**src/rtl/mist_spi_host.sv**
```systemverilog
// mist_spi_host: SPI mode-0 initiator for the user_io configuration link.
// Defining SPI_HOST_ABORT_EN adds abort_i, which cuts a transfer short without done_o.
module mist_spi_host #(
  parameter int unsigned CLK_DIV = 4
) (
  input  logic        clk_sys,
  input  logic        reset_n,
  input  logic        start_i,
  input  logic [7:0]  cmd_i,
  input  logic [2:0]  tx_len_i,
  input  logic [31:0] tx_data_i,
  input  logic [7:0]  rx_len_i,
`ifdef SPI_HOST_ABORT_EN
  input  logic        abort_i,
`endif
  output logic        busy_o,
  output logic        done_o,
  output logic [7:0]  rx_byte_o,
  output logic        rx_valid_o,
  output logic        spi_sck_o,
  output logic        spi_ss_n_o,
  output logic        spi_mosi_o,
  input  logic        spi_miso_i
);

  localparam int unsigned DIV_W  = 8;
  localparam int unsigned BYTE_W = 9;
  localparam logic [DIV_W-1:0] DIV_RELOAD = DIV_W'(CLK_DIV - 1);

  localparam logic [2:0] S_IDLE  = 3'd0;
  localparam logic [2:0] S_SETUP = 3'd1;
  localparam logic [2:0] S_SHIFT = 3'd2;
  localparam logic [2:0] S_TAIL  = 3'd3;
  localparam logic [2:0] S_GAP   = 3'd4;

  logic [2:0]        state_q, state_d;
  logic [DIV_W-1:0]  div_q, div_d;
  logic              sck_q, sck_d;
  logic              ss_n_q, ss_n_d;
  logic              busy_q, busy_d;
  logic              done_q, done_d;
  logic [7:0]        rx_byte_q, rx_byte_d;
  logic              rx_valid_q, rx_valid_d;
  logic              rx_pend_q, rx_pend_d;
  logic [2:0]        bit_cnt_q, bit_cnt_d;
  logic [BYTE_W-1:0] byte_cnt_q, byte_cnt_d;
  logic [7:0]        tx_sr_q, tx_sr_d;
  logic [7:0]        rx_sr_q, rx_sr_d;
  logic [2:0]        tx_len_q, tx_len_d;
  logic [31:0]       tx_data_q, tx_data_d;
  logic [7:0]        rx_len_q, rx_len_d;

  logic [BYTE_W-1:0] byte_nxt_c;
  logic [1:0]        shamt_c;
  logic [7:0]        next_byte_c;
  logic              last_byte_c;
  logic              read_byte_c;
  logic              div_zero_c;

  // Byte loaded after the current one: payload high byte first, then 0x00 for reads.
  assign byte_nxt_c  = byte_cnt_q + BYTE_W'(1);
  assign shamt_c     = 2'(tx_len_q - byte_nxt_c[2:0]);
  assign next_byte_c = (byte_nxt_c <= BYTE_W'(tx_len_q)) ? 8'(tx_data_q >> {shamt_c, 3'b000}) : 8'h00;
  assign last_byte_c = (byte_cnt_q == BYTE_W'(tx_len_q) + BYTE_W'(rx_len_q));
  assign read_byte_c = (byte_cnt_q > BYTE_W'(tx_len_q));
  assign div_zero_c  = (div_q == '0);

  always_comb begin
    state_d    = state_q;
    div_d      = div_zero_c ? div_q : div_q - DIV_W'(1);
    sck_d      = sck_q;
    ss_n_d     = ss_n_q;
    busy_d     = busy_q;
    done_d     = 1'b0;
    rx_pend_d  = 1'b0;
    rx_valid_d = rx_pend_q;
    rx_byte_d  = rx_pend_q ? rx_sr_q : rx_byte_q;
    bit_cnt_d  = bit_cnt_q;
    byte_cnt_d = byte_cnt_q;
    tx_sr_d    = tx_sr_q;
    rx_sr_d    = rx_sr_q;
    tx_len_d   = tx_len_q;
    tx_data_d  = tx_data_q;
    rx_len_d   = rx_len_q;

    case (state_q)
      S_IDLE: begin
        if (start_i) begin
          state_d    = S_SETUP;
          div_d      = DIV_RELOAD;
          ss_n_d     = 1'b0;
          sck_d      = 1'b0;
          busy_d     = 1'b1;
          tx_sr_d    = cmd_i;
          tx_len_d   = (tx_len_i > 3'd4) ? 3'd4 : tx_len_i;
          tx_data_d  = tx_data_i;
          rx_len_d   = rx_len_i;
          bit_cnt_d  = '0;
          byte_cnt_d = '0;
        end
      end
      S_SETUP: begin
        if (div_zero_c) begin
          state_d = S_SHIFT;
          div_d   = DIV_RELOAD;
        end
      end
      S_SHIFT: begin
        if (div_zero_c) begin
          div_d = DIV_RELOAD;
          if (!sck_q) begin
            // Rising edge: sample MISO on the same clk_sys edge that raises SCK.
            sck_d     = 1'b1;
            rx_sr_d   = {rx_sr_q[6:0], spi_miso_i};
            rx_pend_d = (bit_cnt_q == 3'd7) && read_byte_c;
          end else begin
            sck_d     = 1'b0;
            bit_cnt_d = bit_cnt_q + 3'd1;
            if (bit_cnt_q != 3'd7) begin
              tx_sr_d = {tx_sr_q[6:0], 1'b0};
            end else if (last_byte_c) begin
              state_d = S_TAIL;
              tx_sr_d = '0;
            end else begin
              byte_cnt_d = byte_nxt_c;
              tx_sr_d    = next_byte_c;
            end
          end
        end
      end
      S_TAIL: begin
        if (div_zero_c) begin
          state_d = S_GAP;
          div_d   = DIV_RELOAD;
          ss_n_d  = 1'b1;
          busy_d  = 1'b0;
          done_d  = 1'b1;
        end
      end
      S_GAP: begin
        if (div_zero_c) begin
          state_d = S_IDLE;
        end
      end
      default: state_d = S_IDLE;
    endcase

`ifdef SPI_HOST_ABORT_EN
    // Abort drops the link to idle levels and lets GAP run out; no done, no partial byte.
    if (abort_i && busy_q) begin
      state_d   = S_GAP;
      div_d     = DIV_RELOAD;
      sck_d     = 1'b0;
      ss_n_d    = 1'b1;
      busy_d    = 1'b0;
      done_d    = 1'b0;
      rx_pend_d = 1'b0;
      tx_sr_d   = '0;
    end
`endif
  end

  always_ff @(posedge clk_sys or negedge reset_n) begin
    if (!reset_n) begin
      state_q    <= S_IDLE;
      div_q      <= '0;
      sck_q      <= 1'b0;
      ss_n_q     <= 1'b1;
      busy_q     <= 1'b0;
      done_q     <= 1'b0;
      rx_byte_q  <= '0;
      rx_valid_q <= 1'b0;
      rx_pend_q  <= 1'b0;
      bit_cnt_q  <= '0;
      byte_cnt_q <= '0;
      tx_sr_q    <= '0;
      rx_sr_q    <= '0;
      tx_len_q   <= '0;
      tx_data_q  <= '0;
      rx_len_q   <= '0;
    end else begin
      state_q    <= state_d;
      div_q      <= div_d;
      sck_q      <= sck_d;
      ss_n_q     <= ss_n_d;
      busy_q     <= busy_d;
      done_q     <= done_d;
      rx_byte_q  <= rx_byte_d;
      rx_valid_q <= rx_valid_d;
      rx_pend_q  <= rx_pend_d;
      bit_cnt_q  <= bit_cnt_d;
      byte_cnt_q <= byte_cnt_d;
      tx_sr_q    <= tx_sr_d;
      rx_sr_q    <= rx_sr_d;
      tx_len_q   <= tx_len_d;
      tx_data_q  <= tx_data_d;
      rx_len_q   <= rx_len_d;
    end
  end

  assign busy_o     = busy_q;
  assign done_o     = done_q;
  assign rx_byte_o  = rx_byte_q;
  assign rx_valid_o = rx_valid_q;
  assign spi_sck_o  = sck_q;
  assign spi_ss_n_o = ss_n_q;
  assign spi_mosi_o = tx_sr_q[7];

endmodule

```
**config.mk**
```make
export PLATFORM = sky130hd
export DESIGN_NAME = mist_spi_host
export DESIGN_NICKNAME = d
export VERILOG_FILES = /design/src/rtl/mist_spi_host.sv
export SDC_FILE = /design/constraint.sdc
export NUM_CORES = 1
export LEC_CHECK = 0
export ABC_AREA = 1
export CORE_UTILIZATION = 45
export CTS_CLUSTER_SIZE = 10
export DETAILED_ROUTE_END_ITERATION = 6
export PLACE_DENSITY = 0.67
export SYNTH_ARGS = -nofsm -noshare
export SYNTH_HDL_FRONTEND = slang
export SYNTH_SLANG_ARGS = --single-unit
```
**constraint.sdc**
```tcl
create_clock -name clk_sys -period 2.6 [get_ports clk_sys]
set_input_delay 0.52 -clock clk_sys [delete_from_list [all_inputs] [get_ports clk_sys]]
set_output_delay 0.52 -clock clk_sys [all_outputs]
set_load 0.02 [all_outputs]
```
==> metrics.txt, run 1 <==
Final Non-Filler Cells 859; RSZ-0062 raised after global routing false; Gate Count Post-Synth 649; cts bufs inserted 9; drt total wl 11.36 mm; Post-synth EDFFs 0; I/O pin total a little under 70; DRT iter0 DRCs between 200 and 250; pwr dens between 1000 and 1500 nW/um^2; first-pass GRT wire length about 20 mm; Layout Skew roughly 0.010 ns; Setup crit start tx_len_q[0]; Worst Tran Pin Value slightly above 0.5 ns; Reg area ~2400 um^2; asr flop ratio synth 100.0%; Final Cycle Share between 80% and 90%; leading area contributor after synthesis dfrtp_1; post-CTS setup buffers 0; Placer Congestion approximately 0.84; FILL cells just over 1000; layout cells sized above 1 roughly 8.3%; largest family of logic cells by synthesized area simple AND/OR/NAND/NOR gates; largest net degree at the start of global routing 46; multi-input logic area between 2000 and 2500 um^2; syn nets between 700 and 800; cts repair resizes 0; Synth Register Bits 96; Worst-Skew Late Latency about 0.34 ns; # rows 38; die span in y approximately 110 um; yosys warns 0; Compound-Gate Fraction of Synth Area 5.456%; maximum vdd drop 0.7633 mV; initial antenna violation count 0; syn avg cell area slightly below 8 um^2; Fin. Hold Viols 0; RR Startpoint tx_len_q[0]; # setup viols final 0; post-synthesis xor/xnor area fraction roughly 2%; placed cells 843; TNS Setup 0 ns; largest cells by area after synthesis dfrtp_1 (46%), nand2_1 (18%), nand3_1 (4.2%); TritonRoute pass-1 iters 4; total power after layout a little over 7 mW; CP Launch Type register; min Tclk post-route approximately 2.3 ns; clock sinks 96; R2R Setup Slk between 0.2 and 0.3 ns; synthesized-area fraction occupied by adder cells 4.025%; Final Util ~57%; GRT overflow 0; Worst setup EP type register; DIE AREA 11900 um^2; Fmax achieved around 0.43 GHz; CP required between 2 and 3 ns; total number of vias between 4000 and 5000; wire length per cell ~13 um; Initial Util a little under half; port buffer count 68; Reg clk slew, reported paths around 0.070 ns; Hold Buf Count CTS 0; CTS Buffer Depth 2; final hold slack approximately 0.12 ns; Synth top area share 46.07%; Syn-to-layout area delta 22.31%; maxcap violations 0; Crit Path Class register to register; Slew Limit Headroom between 60% and 70%; nets@finish ~790; Core Box Area between 10000 and 15000 um^2; sequential-to-total area share from yosys stat a little under half; GRT Util Overall between 20% and 30%; worst endpoint data arrival time around 2.6 ns; Critical Path Fanout Max 10; status completed; post-synthesis mux area share about 3.3%; vias in the first global route roughly 4300; Final HPWL DP a little over 8 mm; number of vias per cell approximately 5; Antenna Violating Nets Remaining 0; clock root cell clkbuf_16; Die W about 110 um; CTS tree yes; hold crit path type input pin to asynchronous set/reset pin; LEAKAGE between 3 and 4 nW; synth unique cells 40; Mapped Area approximately 5200 um^2; drt drc 0; max-slew violation count 0; ANT cells 0; Post-Synth Simple-Gate Area 32.98%; Main synth FF type dfrtp_1; H-tree depth 3
final timing paths:
kind                       cells past startpoint            end
setup / recovery                              15  byte_cnt_q[0]
min in group clk_sys                           2   tx_data_q[5]
hold / removal                                 1   tx_data_q[6]
setup reg to reg                              15  byte_cnt_q[0]
max in group asynchronous                      2     spi_ss_n_o
hold reg to reg                                2   tx_data_q[5]
cells in the final DEF, fill, tap and decap left out, drive strengths merged:
cell type and count:
a21oi 16, a31oi 1, and3 8, buf 8
bufinv 1, clkbuf 9, clkdlybuf4s50 67, clkinv 3
clkinvlp 1, dfrtp 95, dfstp 1, fa 1
ha 15, inv 55, mux2 8, mux2i 8
nand2 259, nand3 47, nand3b 1, nand4 6
nor2 60, nor3 6, nor3b 1, o211ai 8
o21ai 19, o21bai 1, o221ai 1, o41ai 1
xnor2 4, xor2 8
worst max-delay path: stages (launching register included):
cell and delay, ns:
dfrtp_1 0.42, ha_1 0.25, fa_1 0.41, nand2_2 0.11
nand2_2 0.09, nand2_1 0.08, nand2_1 0.06, nand3_1 0.07
nand2_1 0.08, nor2_4 0.10, nand3_4 0.15, nand2_4 0.14
nand2_8 0.10, nand2_8 0.09, nand2_1 0.06, nand2_1 0.06
state kept, by name, summed over array words and instances, names as in the netlist:
signal	count
bit_cnt_q	3
busy_o	1
byte_cnt_q	9
div_q	8
done_o	1
rx_byte_o	8
rx_len_q	8
rx_pend_q	1
rx_sr_q	8
rx_valid_o	1
spi_sck_o	1
spi_ss_n_o	1
state_q	3
tx_data_q	32
tx_len_q	3
tx_sr_q	8
Yosys cell counts (2+ instances only):
master	n
a21oi_1	15
and3_1	8
buf_2	6
clkbuf_1	14
dfrtp_1	95
ha_1	15
inv_1	51
mux2_2	8
mux2i_1	8
nand2_1	248
nand2_2	8
nand2_8	2
nand3_1	43
nand3_2	3
nand4_1	5
nor2_1	53
nor2_2	2
nor2_4	5
nor3_1	6
o211ai_1	8
o21ai_0	15
o21ai_1	3
xnor2_1	4
xor2_1	8
final cells by class:
class / instances / area share [%]
Multi-Input combinational cell: 479 / 39.08
Sequential cell: 96 / 38.08
Timing Repair Buffer: 75 / 11.97
Clock buffer: 9 / 3.569
Inverter: 53 / 3.172
Tap cell: 140 / 2.776
Clock inverter: 7 / 1.348
routing by layer:
metal	track usage, %	wire (um)
met5	0	0
met2	35.67	5547
met4	5.792	116
met1	28.21	5178
met3	3.885	521
metrics by stage:
stage / worst slack (ns) / area (um^2)
floorplan: 0.3920 / 5160
detailed placement: 0.2751 / 6001
global placement: 0.3521 / 6001
CTS: 0.2669 / 6311
global route: 0.1042 / 6311
finish: 0.2752 / 6311
cell families after synthesis:
group | count (synthesis)
multiplexers | 16
buffers and inverters | 74
adder cells (fa/ha/maj) | 16
AO/OA/AOI/OAI | 47
XOR/XNOR | 12
flip-flops | 96
AND/OR/NAND/NOR | 388
power breakdown:
part           leakage, nW  switching (mW)  internal [mW]
Combinational         1.84            2.18           1.22
Sequential            1.22           0.379           2.01
Clock                0.150           0.602          0.762
Total                 3.21            3.16           4.00
No activity file was read; power rests on OpenSTA's default activity.
==> run 2: changes to the inputs <==
Settings changed: CAP_MARGIN set to 5, CORE_MARGIN set to 5.
==> metrics.txt, run 2 (synthesis gave the netlist of run 1 again) <==
status completed; maxcap violations 0 (unchanged); Largest stage delay, worst path 0.42 ns (about the same); RSZ-0062 raised after global routing false; post-CTS setup buffers 0 (unchanged); Largest regs tx_data_q (32), byte_cnt_q (9); Worst-Skew Late Latency 0.36 ns (+0.02 ns); CP Launch Type register; RR Startpoint tx_len_q[0]; Largest register FFs 32 (unchanged); vias in the first global route 4411 (+3.5%); Layout Skew 0.008224 ns (-0.002220 ns); ANT cells 0 (unchanged); hold crit path type input pin to asynchronous set/reset pin; clock sinks 96 (unchanged); Worst Tran Pin Value 0.5586 ns (+0.04030 ns); cts repair resizes 0 (unchanged); maximum vdd drop 0.6167 mV (-19%); Initial Util 45.58% (-1.4 points); Die W 117.1 um (+7.3%); TNS Setup 0 ns (unchanged); Final HPWL DP 8.339 mm (+0.54%); min Tclk post-route 2.320 ns (-0.005120 ns); total power after layout 7.039 mW (-1.7%); # setup viols final 0 (unchanged); Final Non-Filler Cells 861 (+0.23%); buffers plus inverters on the worst setup path 0 (unchanged); CP required 2.85 ns (-0.03 ns); Reg clk slew, reported paths 0.07 ns (about the same); max-slew violation count 0 (unchanged); final hold slack 0.1562 ns (+0.03346 ns); Crit Path Class register to register; CTS Buffer Depth 2 (unchanged); CP most frequent cell nand2_1; Finished Cell Area 6280 um^2 (-0.50%); Worst setup EP type register; Antenna Violating Nets Remaining 0 (unchanged); drt drc 0 (unchanged); wire length per cell 13.03 um (-1.5%); LEAKAGE 3.196 nW (-0.44%); Placer Congestion 0.7820 (-6.9%); number of vias per cell 4.986 (+0.64%); Critical Path Fanout Max 10 (unchanged); total number of vias 4293 (+0.87%); initial antenna violation count 0 (unchanged); I/O pin total 69 (unchanged); clock root cell clkbuf_16; most common cell after layout, fill and taps aside nand2_1; FF-to-FF path depth 16 (+1); H-tree depth 3 (unchanged); DIE AREA 13710 um^2 (+15%); pwr dens 1121 nW/um^2 (-1.2%); first-pass GRT wire length 19.37 mm (-1.5%); FF-to-FF End byte_cnt_q[4]; TritonRoute pass-1 iters 4 (unchanged); most frequent cells in the layout nand2_1 (248), dfrtp_1 (95), clkdlybuf4s50_1 (67); Slew Limit Headroom 62.76% (-2.6 points); drt total wl 11.22 mm (-1.3%); GRT overflow 0 (unchanged); layout cells sized above 1 8.217% (-0.13 points); slowest cell on the critical path dfrtp_1; placed cells 845 (+0.24%); port buffer count 68 (unchanged); Hold Buf Count CTS 0 (unchanged); Final Cycle Share 89.22% (-0.20 points); cts bufs inserted 9 (unchanged); Fin. Hold Viols 0 (unchanged); DRT iter0 DRCs 189 (-18%); GRT Util Overall 18.03% (-3.3 points); # rows 39 (+2.6%); die span in y 117.1 um (+7.3%); Core Box Area 11320 um^2 (+3.1%); Biggest register tx_data_q; Setup crit start tx_len_q[0]; placed instance area 5984 um^2 (-0.27%); CP delay by family, top simple AND/OR/NAND/NOR gates; R2R Setup Slk 0.28 ns (about the same); Fmax achieved 0.4311 GHz (+0.22%); nets@finish 784 (-0.13%); largest net degree at the start of global routing 58 (+26%); worst endpoint data arrival time 2.57 ns (-0.03 ns); Syn-to-layout area delta 21.70%; Critical Path, Cell by Cell ha_1, fa_1, nand2_2, nand2_2, nand2_1, nand2_1, nand2_1, nand2_1, nand2_1, nor2_4, nand3_4, nand2_4, nand2_8, nand2_8, nand2_1, nand2_1; CTS tree yes
run 2: cell count changes in the layout (fill, tap and decap cells not counted), sizes merged:
cell	previous run	this run
clkinv	3	1
inv	55	56
buf	8	7
bufinv	1	0
clkbuf	9	11
run 2: worst max-delay path by stage:
stage	endpoint	slack (ns)	cells past startpoint
2_1_floorplan	tx_sr_q[6]	0.39	9
3_3_place_gp	byte_cnt_q[0]	0.35	15
3_5_place_dp	byte_cnt_q[4]	0.27	15
4_1_cts	byte_cnt_q[4]	0.26	15
5_1_grt	byte_cnt_q[0]	0.11	16
6_report	byte_cnt_q[4]	0.28	16
run 2: per-layer routing:
| metal | part of all wire (%) | GRT usage (%) | wire, um |
|---|---|---|---|
| met1 | 45 | 21.94 | 5041 |
| met2 | 49 | 30.45 | 5441 |
| met3 | 3.6 | 3.856 | 406 |
| met4 | 2.9 | 8.716 | 330 |
| met5 | 0 | 0 | 0 |
run 2: area by class of cell:
| type | instances | area [um^2] |
|---|---|---|
| inverters | 53 | 200.2 |
| multi-input cells | 479 | 2466 |
| clock buffers | 11 | 252.7 |
| well taps | 143 | 178.9 |
| clock inverters | 5 | 42.54 |
| flip-flops and latches | 96 | 2404 |
| fillers | 1069 | 5041 |
| repair buffers | 74 | 735.7 |
run 2: report_power, final:
group	leakage, nW	switching (mW)	total [mW]	internal [mW]
logic	1.83	2.13	3.34	1.21
registers	1.22	0.371	2.38	2.01
clock network	0.144	0.597	1.31	0.715
total	3.20	3.10	7.04	3.94
run 2: stage by stage:
step | utilization (%) | worst slack, ns
4_1_cts | 55.47 | 0.2580
3_3_place_gp | 52.86 | 0.3462
2_1_floorplan | - | 0.3920
5_1_grt | 55.47 | 0.1081
3_5_place_dp | 52.86 | 0.2681
6_report | 55.47 | 0.2803
run 2: worst register-to-register path: stages (launching register included):
cell and delay [ns]:
dfrtp_1 0.42, ha_1 0.25, fa_1 0.41, nand2_2 0.11
nand2_2 0.09, nand2_1 0.08, nand2_1 0.06, nand2_1 0.06
nand2_1 0.04, nand2_1 0.10, nor2_4 0.04, nand3_4 0.12
nand2_4 0.10, nand2_8 0.13, nand2_8 0.08, nand2_1 0.08
nand2_1 0.05
